### src/rtl/mult_div_if.sv
// Handshake and operand/result bundle between the control unit and the multiply/divide unit.
// The control unit drives the starts and operands; the unit returns HI/LO and status pulses.
interface mult_div_if #(
    parameter int unsigned WIDTH = 32
);
    logic             mult_control;
    logic             DivOp;
    logic [WIDTH-1:0] A;
    logic [WIDTH-1:0] B;
    logic [WIDTH-1:0] HI;
    logic [WIDTH-1:0] LO;
    logic             busy;
    logic             mult_end;
    logic             div_end;
    logic             div_zero;

    modport master (
        output mult_control, DivOp, A, B,
        input  HI, LO, busy, mult_end, div_end, div_zero
    );

    modport slave (
        input  mult_control, DivOp, A, B,
        output HI, LO, busy, mult_end, div_end, div_zero
    );
endinterface

### src/rtl/mult_div_unit.sv
// Sequential signed multiply (radix-2 Booth) / divide (restoring, on magnitudes) unit.
// Results land in HI/LO on entry to DONE; a one-cycle pulse flags completion.
module mult_div_unit #(
    parameter int unsigned WIDTH = 32
) (
    input logic       clk,
    input logic       reset_in,
    mult_div_if.slave bus
);
    localparam int unsigned CW = (WIDTH > 1) ? $clog2(WIDTH) : 1;

    typedef enum logic [2:0] {StIdle, StMult, StDiv, StDone, StDzero} state_e;

    state_e           state_q, state_d;
    logic [WIDTH-1:0] acc_q, acc_d;
    logic [WIDTH-1:0] q_q, q_d;
    logic [WIDTH-1:0] m_q, m_d;
    logic [WIDTH-1:0] hi_q, hi_d;
    logic [WIDTH-1:0] lo_q, lo_d;
    logic             qm1_q, qm1_d;
    logic             last_q, last_d;
    logic             is_div_q, is_div_d;
    logic             sa_q, sa_d;
    logic             sb_q, sb_d;
    logic [CW-1:0]    cnt_q, cnt_d;

    logic [WIDTH:0]   booth_sum;
    logic [WIDTH:0]   trial;
    logic [WIDTH-1:0] a_mag, b_mag, quot, rem;

    always_comb begin
        a_mag = bus.A[WIDTH-1] ? -bus.A : bus.A;
        b_mag = bus.B[WIDTH-1] ? -bus.B : bus.B;
        // One extra sign bit so acc - M cannot overflow when M is the most negative value.
        case ({q_q[0], qm1_q})
            2'b01:   booth_sum = {acc_q[WIDTH-1], acc_q} + {m_q[WIDTH-1], m_q};
            2'b10:   booth_sum = {acc_q[WIDTH-1], acc_q} - {m_q[WIDTH-1], m_q};
            default: booth_sum = {acc_q[WIDTH-1], acc_q};
        endcase
        trial = {acc_q, q_q[WIDTH-1]} - {1'b0, m_q};
        quot  = (sa_q ^ sb_q) ? -q_q : q_q;
        rem   = sa_q ? -acc_q : acc_q;
    end

    always_comb begin
        state_d  = state_q;
        acc_d    = acc_q;
        q_d      = q_q;
        m_d      = m_q;
        hi_d     = hi_q;
        lo_d     = lo_q;
        qm1_d    = qm1_q;
        last_d   = last_q;
        is_div_d = is_div_q;
        sa_d     = sa_q;
        sb_d     = sb_q;
        cnt_d    = cnt_q;

        unique case (state_q)
            StIdle: begin
                last_d = 1'b0;
                cnt_d  = '0;
                if (bus.mult_control) begin
                    acc_d    = '0;
                    q_d      = bus.B;
                    m_d      = bus.A;
                    qm1_d    = 1'b0;
                    is_div_d = 1'b0;
                    state_d  = StMult;
                end else if (bus.DivOp) begin
                    if (bus.B == '0) begin
                        state_d = StDzero;
                    end else begin
                        acc_d    = '0;
                        q_d      = a_mag;
                        m_d      = b_mag;
                        sa_d     = bus.A[WIDTH-1];
                        sb_d     = bus.B[WIDTH-1];
                        is_div_d = 1'b1;
                        state_d  = StDiv;
                    end
                end
            end
            StMult, StDiv: begin
                // After the last iteration one more clock registers the (sign-fixed) result.
                if (last_q) begin
                    last_d  = 1'b0;
                    hi_d    = is_div_q ? rem : acc_q;
                    lo_d    = is_div_q ? quot : q_q;
                    state_d = StDone;
                end else begin
                    if (state_q == StMult) begin
                        acc_d = booth_sum[WIDTH:1];
                        q_d   = {booth_sum[0], q_q[WIDTH-1:1]};
                        qm1_d = q_q[0];
                    end else if (!trial[WIDTH]) begin
                        acc_d = trial[WIDTH-1:0];
                        q_d   = {q_q[WIDTH-2:0], 1'b1};
                    end else begin
                        acc_d = {acc_q[WIDTH-2:0], q_q[WIDTH-1]};
                        q_d   = {q_q[WIDTH-2:0], 1'b0};
                    end
                    if (cnt_q == CW'(WIDTH - 1)) begin
                        cnt_d  = '0;
                        last_d = 1'b1;
                    end else begin
                        cnt_d = cnt_q + 1'b1;
                    end
                end
            end
            StDone, StDzero: state_d = StIdle;
            default:         state_d = StIdle;
        endcase
    end

    always_ff @(posedge clk or negedge reset_in) begin
        if (!reset_in) begin
            state_q  <= StIdle;
            acc_q    <= '0;
            q_q      <= '0;
            m_q      <= '0;
            hi_q     <= '0;
            lo_q     <= '0;
            qm1_q    <= 1'b0;
            last_q   <= 1'b0;
            is_div_q <= 1'b0;
            sa_q     <= 1'b0;
            sb_q     <= 1'b0;
            cnt_q    <= '0;
        end else begin
            state_q  <= state_d;
            acc_q    <= acc_d;
            q_q      <= q_d;
            m_q      <= m_d;
            hi_q     <= hi_d;
            lo_q     <= lo_d;
            qm1_q    <= qm1_d;
            last_q   <= last_d;
            is_div_q <= is_div_d;
            sa_q     <= sa_d;
            sb_q     <= sb_d;
            cnt_q    <= cnt_d;
        end
    end

    assign bus.HI       = hi_q;
    assign bus.LO       = lo_q;
    assign bus.busy     = (state_q == StMult) || (state_q == StDiv) || (state_q == StDone);
    assign bus.mult_end = (state_q == StDone) && !is_div_q;
    assign bus.div_end  = (state_q == StDone) && is_div_q;
    assign bus.div_zero = (state_q == StDzero);
endmodule

### src/flat_wrapper.sv
// flat-port wrapper written by rule: the top's interface ports become plain ports
module mult_div_unit_flat 
#(
    parameter int unsigned WIDTH = 32
)
  (clk, reset_in, bus_mult_control, bus_DivOp, bus_A, bus_B, bus_HI, bus_LO, bus_busy, bus_mult_end, bus_div_end, bus_div_zero);
  mult_div_if #(.WIDTH(WIDTH)) bus_i ();
  input logic clk;
  input logic reset_in;
  input wire logic [$bits(bus_i.mult_control)-1:0] bus_mult_control;
  input wire logic [$bits(bus_i.DivOp)-1:0] bus_DivOp;
  input wire logic [$bits(bus_i.A)-1:0] bus_A;
  input wire logic [$bits(bus_i.B)-1:0] bus_B;
  output wire logic [$bits(bus_i.HI)-1:0] bus_HI;
  output wire logic [$bits(bus_i.LO)-1:0] bus_LO;
  output wire logic [$bits(bus_i.busy)-1:0] bus_busy;
  output wire logic [$bits(bus_i.mult_end)-1:0] bus_mult_end;
  output wire logic [$bits(bus_i.div_end)-1:0] bus_div_end;
  output wire logic [$bits(bus_i.div_zero)-1:0] bus_div_zero;
  assign bus_i.mult_control = bus_mult_control;
  assign bus_i.DivOp = bus_DivOp;
  assign bus_i.A = bus_A;
  assign bus_i.B = bus_B;
  assign bus_HI = bus_i.HI;
  assign bus_LO = bus_i.LO;
  assign bus_busy = bus_i.busy;
  assign bus_mult_end = bus_i.mult_end;
  assign bus_div_end = bus_i.div_end;
  assign bus_div_zero = bus_i.div_zero;
  mult_div_unit #(.WIDTH(WIDTH)) u_core (.clk(clk), .reset_in(reset_in), .bus(bus_i));
endmodule
### config.mk
export PLATFORM = sky130hd
export DESIGN_NAME = mult_div_unit_flat
export DESIGN_NICKNAME = d
export VERILOG_FILES = /design/src/rtl/mult_div_if.sv /design/src/rtl/mult_div_unit.sv /design/src/flat_wrapper.sv
export SDC_FILE = /design/constraint.sdc
export NUM_CORES = 1
export LEC_CHECK = 0
export BUFFER_PORTS_ARGS = -buffer_cell sky130_fd_sc_hd__clkbuf_2
export CORE_UTILIZATION = 55
export CTS_CLUSTER_SIZE = 40
export DETAILED_ROUTE_END_ITERATION = 7
export PLACE_DENSITY = 0.75
export SLEW_MARGIN = 20
export SYNTH_ARGS = -nofsm -noshare
export SYNTH_HDL_FRONTEND = slang
export SYNTH_SLANG_ARGS = --single-unit
### constraint.sdc
create_clock -name clk -period 4.8 [get_ports clk]
set_input_delay 0.24 -clock clk [delete_from_list [all_inputs] [get_ports clk]]
set_output_delay 0.24 -clock clk [all_outputs]
set_load 0.01 [all_outputs]
==> metrics.md, run 1 <==
| Metric | Value |
|---|---|
| Status | `completed` |
| Layout cells sized above 1 | `0.1182` |
| Syn. warnings | `0` |
| DRT iter0 DRCs | `1855` |
| # port buffers | `135` |
| Iteration count of the initial detailed-routing pass | `6` |
| Num ports | `136` |
| Final clock period utilization by the worst path | `0.9313` |
| RSZ-0062 raised after global routing | `false` |
| Distinct cells, synth | `73` |
| Setup ws final | `329.6 ps` |
| Fin crit period | `4470 ps` |
| Drt wl/cell | `21.04 um` |
| CTS tree | `done` |
| Clk sinks | `173` |
| CP startpoint kind | `flop` |
| Final Hold Fails | `0` |
| CP max FO | `9` |
| Buffer count from post-CTS setup fixing | `0` |
| Setup WS pre-CTS | `449.8 ps` |
| Post-DR vias/cell | `6.507` |
| Top cell type's share of synthesized area | `0.2882` |
| Area added between synthesis and finish | `11.14%` |
| GRT Util Overall | `0.3570` |
| Die Wd | `167.3 um` |
| Layout Skew | `16.02 ps` |
| Async SR Flop Fraction | `1.000` |
| Arr. time, crit path | `4800 ps` |
| Row cnt | `60` |
| Vias | `15430` |
| Sequential share of the synthesized area | `0.2882` |
| Ranking of synthesized cells by area | `dfrtp_1, o21ai_0, xnor2_1, nand2_1, ha_1` |
| Synth Register Bits | `173` |
| Skew-Pair Late Insertion Delay | `460 ps` |
| Root Buffer Master | `clkbuf_16` |
| Max-cap viol count | `0` |
| Final nets | `2159` |
| Core area | `0.02688 sq mm` |
| Placer congestion estimate | `1.036` |
| DP HPWL | `37780 um` |
| Initial antenna violation count | `0` |
| Most frequent cell after synthesis | `nand2_1` |
| CP Class | `reg -> reg` |
| F_max | `0.2237 GHz` |
| Initial Util | `0.5589` |
| Largest net degree at the start of global routing | `80` |
| Slew Viols, Final | `0` |
| Slew headroom | `0.4048` |
| Global-route wire length before repair | `78150 um` |
| Worst Max-Slew Pin Slew | `886.1 ps` |
| Most used DFF post-synth | `dfrtp_1` |
| Cts bufs inserted | `17` |
| R2r setup slk | `330 ps` |
| Mean Syn Cell Area | `7.739 sq um` |
| Post-Syn Nets | `2083` |
| Maximum root-to-sink buffer count | `2` |
| Hold WS | `65.31 ps` |
| Cell count after synthesis | `1941` |
| Post-DRT Antenna Nets | `0` |
| Synthesized cell area | `0.01502 sq mm` |
| Commonest cells post-synth | `nand2_1, o21ai_0, dfrtp_1` |
| Area leader, netlist | `dfrtp_1` |
| Worst min path class | `in -> reg` |
| Post-synth EDFFs | `0` |
| Grt ovf | `0` |
| Vias in the first global route | `13860` |
| Required time of the critical path | `5130 ps` |
| Final Routed Wirelength | `49900 um` |
| Inserted Diodes | `0` |
| Critical path endpoint category | `flop` |
| Final TNS setup | `0 ps` |
| Die height | `167.3 um` |
| Clock-pin slew on the worst setup and hold paths | `80 ps` |
| Die Area | `0.02798 sq mm` |
| Setup violators final | `0` |
| DR DRC count | `0` |
| H-tree depth | `4` |
-- critical path, cell delays in order, from the launching register on --
cell and delay, ps:
dfrtp_1 400, inv_1 160, ha_1 220, nor4b_1 240, buf_4 180, and2_1 170, a41oi_1 150, xnor2_1 260
ha_1 380, a21oi_1 230, a21oi_1 90, a311oi_1 380, buf_4 220, o2111ai_1 250, o21a_1 310, o41a_1 420
a32oi_1 190, o21ai_0 100
-- layer usage --
layer	up-vias	share of wire	global-route usage
li1	7215	-	-
met1	7301	0.43	0.5080
met2	821	0.43	0.5312
met3	92	0.11	0.08910
met4	0	0.026	0.1101
met5	-	0	0
-- stage by stage --
step / util / cells / cell area, sq um
CTS: 0.6212 / 2371 / 16690
finish: 0.6212 / 2371 / 16690
floorplan: - / 1941 / 15020
global route: 0.6212 / 2371 / 16690
detailed placement: 0.5970 / 2338 / 16050
global placement: 0.5970 / 2338 / 16050
-- sequential cells by signal, indices dropped and copies added, names as in the netlist --
signal	cells
u_core.state_q	3
u_core.sa_q	1
u_core.is_div_q	1
u_core.qm1_q	1
u_core.m_q	32
u_core.acc_q	32
u_core.last_q	1
u_core.bus.HI	32
u_core.bus.LO	32
u_core.cnt_q	5
u_core.q_q	32
u_core.sb_q	1
-- repair_timing --
| item | in CTS | in global routing |
|---|---|---|
| setup endpoints to repair | 0 | 1 |
| hold endpoints to repair | 75 | 0 |
| hold buffers | 1 | 0 |
| gates resized for setup | 0 | 1 |
-- layout by cell type, fill, tap and decap left out, types with 7 or more instances in the layout --
| master | instances |
|---|---|
| nor3_1 | 45 |
| a222oi_1 | 12 |
| o21bai_1 | 11 |
| a31oi_1 | 38 |
| a41oi_1 | 9 |
| buf_4 | 36 |
| a22oi_1 | 18 |
| ha_1 | 72 |
| o31ai_1 | 36 |
| mux2i_1 | 23 |
| o21a_1 | 27 |
| o211ai_1 | 12 |
| a221oi_1 | 16 |
| a211oi_1 | 21 |
| dfrtp_1 | 173 |
| o221ai_1 | 10 |
| nand2_1 | 241 |
| a21oi_1 | 147 |
| nor2_1 | 170 |
| nand4_1 | 10 |
| or3_1 | 13 |
| nor4_1 | 18 |
| o41ai_1 | 14 |
| clkbuf_2 | 134 |
| and2_1 | 8 |
| nor2b_1 | 9 |
| or4_1 | 16 |
| o31a_1 | 8 |
| nand3_1 | 36 |
| o21ai_0 | 206 |
| or2_2 | 12 |
| and3_1 | 10 |
| clkinv_8 | 7 |
| xor2_1 | 70 |
| clkbuf_16 | 17 |
| inv_1 | 71 |
| a21o_1 | 21 |
| xnor2_1 | 115 |
| nand2b_1 | 8 |
-- layout make-up --
cell class / count / area, sq um
fillers: 2425 / 10180
multi-input cells: 1578 / 10020
flip-flops and latches: 173 / 4329
repair buffers: 174 / 1002
well taps: 341 / 426.7
clock buffers: 17 / 425.4
inverters: 73 / 274.0
clock inverters: 15 / 214.0
-- kinds of logic after synthesis --
| kind of cell | count (synthesis) | share of synthesized area |
|---|---|---|
| AO/OA/AOI/OAI | 668 | 0.2847 |
| XOR/XNOR | 185 | 0.1079 |
| adder cells (fa/ha/maj) | 74 | 0.06264 |
| buffers and inverters | 190 | 0.04764 |
| flip-flops | 173 | 0.2882 |
| multiplexers | 27 | 0.01832 |
| AND/OR/NAND/NOR | 624 | 0.1907 |
-- worst paths after layout --
path | from | end | cells past startpoint
setup / recovery | u_core.m_q[1] | u_core.acc_q[27] | 17
hold / removal | bus_A[21] | u_core.m_q[21] | 3
setup reg to reg | u_core.m_q[1] | u_core.acc_q[27] | 17
hold reg to reg | u_core.bus.LO[25] | u_core.bus.LO[25] | 2
max in group asynchronous | reset_in | u_core.bus.HI[6] | 3
min in group asynchronous | reset_in | u_core.bus.LO[23] | 2
Power of run 1 is left out: the tool's default activity adds up to more than one toggle a clock period on the data nets, which glitch-free logic cannot reach.
==> inputs of run 2 (changes only) <==
- clock period: 4.8 -> 4.4 ns (I/O delays scaled with it)
==> run 2 against run 1 <==
  * Cell count rose by 0.84%
  * Wire length fell by 1.0%
  * Critical endpoint unchanged
  * Hold slack improved by 17 ps
==> metrics.md, run 2 (same netlist as run 1, synthesis figures left out) <==
| Metric | Value |
|---|---|
| Status | `completed` |
| Worst Max-Slew Pin Slew | `917.0 ps` |
| DR DRC count | `0` |
| Crit-path cells | `ha_1 > buf_4 > nor2_1 > xnor2_1 > ha_1 > nor2b_1 > o31a_1 > o311ai_0 > o2111ai_2 > o21a_1 > o41a_1 > a32oi_1 > o21ai_0` |
| Reg2Reg Depth | `13` |
| Core area | `0.02688 sq mm` |
| Placer congestion estimate | `0.9992` |
| Post-DRT Antenna Nets | `0` |
| Final Hold Fails | `0` |
| Maximum root-to-sink buffer count | `2` |
| Final Routed Wirelength | `49390 um` |
| # port buffers | `135` |
| Vias in the first global route | `13980` |
| Root Buffer Master | `clkbuf_16` |
| Hold path depth | `3` |
| Most frequent CP cell | `ha_1` |
| Top layer in use | `met4` |
| Clk sinks | `173` |
| Final TNS setup | `0 ps` |
| Required time of the critical path | `4710 ps` |
| Inserted Diodes | `0` |
| Grt ovf | `0` |
| Num ports | `136` |
| Worst r2r src | `u_core.q_q[0]` |
| Slew Viols, Final | `0` |
| Placed Cells incl. Taps | `2358` |
| Cts bufs inserted | `17` |
| Metal-1 WL | `22600 um` |
| Worst setup path startpoint | `u_core.q_q[0]` |
| Layout cells sized above 1 | `0.1302` |
| Initial antenna violation count | `0` |
| Metal3 WL | `4799 um` |
| CP Class | `reg -> reg` |
| Clock-pin slew on the worst setup and hold paths | `90 ps` |
| H-tree depth | `4` |
| F_max | `0.2410 GHz` |
| Critical path endpoint category | `flop` |
| Max-cap viol count | `0` |
| Vias | `15410` |
| Post-Layout Cell Count | `2391` |
| Post-DR vias/cell | `6.446` |
| Final clock period utilization by the worst path | `0.9432` |
| CP startpoint kind | `flop` |
| Largest net degree at the start of global routing | `112` |
| CP max FO | `17` |
| Die height | `167.3 um` |
| Arr. time, crit path | `4460 ps` |
| Layout Skew | `17.63 ps` |
| Met2 wire length | `20720 um` |
| Buffer count from post-CTS setup fixing | `0` |
| Drt wl/cell | `20.65 um` |
| Top delay family on crit path | `compound AO/OA/AOI/OAI gates` |
| HP Start | `bus_A[21]` |
| Area added between synthesis and finish | `12.49%` |
| Die Area | `0.02798 sq mm` |
| Final nets | `2179` |
| CP max stage delay | `560 ps` |
| Commonest non-fill, non-tap cells in the layout | `nand2_1, o21ai_0, dfrtp_1` |
| Fin crit period | `4150 ps` |
| Bufs and invs on worst path | `1` |
| Iteration count of the initial detailed-routing pass | `8` |
| Initial Util | `0.5589` |
| Die Wd | `167.3 um` |
| Slew headroom | `0.3801` |
| Worst path slowest cell | `o311ai_0` |
| DRT iter0 DRCs | `1753` |
| DP HPWL | `37990 um` |
| GRT Util Overall | `0.3546` |
| Row cnt | `60` |
| WP depth | `13` |
| Setup violators final | `0` |
| CTS tree | `done` |
| Worst min path class | `in -> reg` |
| Skew-Pair Late Insertion Delay | `450 ps` |
| Most common cell after layout, fill and taps aside | `nand2_1` |
| Global-route wire length before repair | `78120 um` |
run 2: layer usage:
| metal | vias up | global-route usage |
|---|---|---|
| li1 | 7290 | - |
| met3 | 87 | 0.07185 |
| met2 | 710 | 0.5212 |
| met5 | - | 0 |
| met1 | 7325 | 0.5243 |
| met4 | 0 | 0.09932 |
run 2: metrics by stage:
stage	hold WS, ps	cell area [sq um]	util	setup WS (ps)
floorplan	-75.59	15020	-	387.6
global placement	225.0	16220	0.6035	232.4
detailed placement	227.4	16220	0.6035	155.1
CTS	76.49	16860	0.6273	106.1
global route	70.83	16900	0.6287	-21.86
finish	81.91	16900	0.6287	249.8
run 2: cell type report:
cell class / instances / area [sq um]
clock buffer: 17 / 425.4
clock inverter: 15 / 203.9
fill: 2477 / 9978
inverter: 73 / 274.0
multi-input combinational: 1578 / 10060
sequential: 173 / 4329
tap: 341 / 426.7
timing repair buffer: 194 / 1177
run 2: worst register-to-register path, stage by stage, from the launching register on:
cell and delay, ps:
dfrtp_1 430, ha_1 320, buf_4 270, nor2_1 90
xnor2_1 210, ha_1 310, nor2b_1 170, o31a_1 330
o311ai_0 560, o2111ai_2 310, o21a_1 290, o41a_1 410
a32oi_1 210, o21ai_0 110
run 2: final timing paths:
| kind | endpoint | slack (ps) |
|---|---|---|
| setup / recovery | u_core.acc_q[27] | 250 |
| setup reg to reg | u_core.acc_q[27] | 250 |
| max in group asynchronous | u_core.acc_q[7] | 3070 |
| hold / removal | u_core.m_q[21] | 80 |
| hold reg to reg | u_core.bus.LO[6] | 480 |
| min in group asynchronous | u_core.bus.LO[23] | 300 |
run 2: repair_timing:
item                       in CTS  in global routing
gates resized for setup         0                  9
hold buffers                    1                  0
hold endpoints to repair       62                  0
setup endpoints to repair       0                 16
Power of run 2 is left out for the same reason.
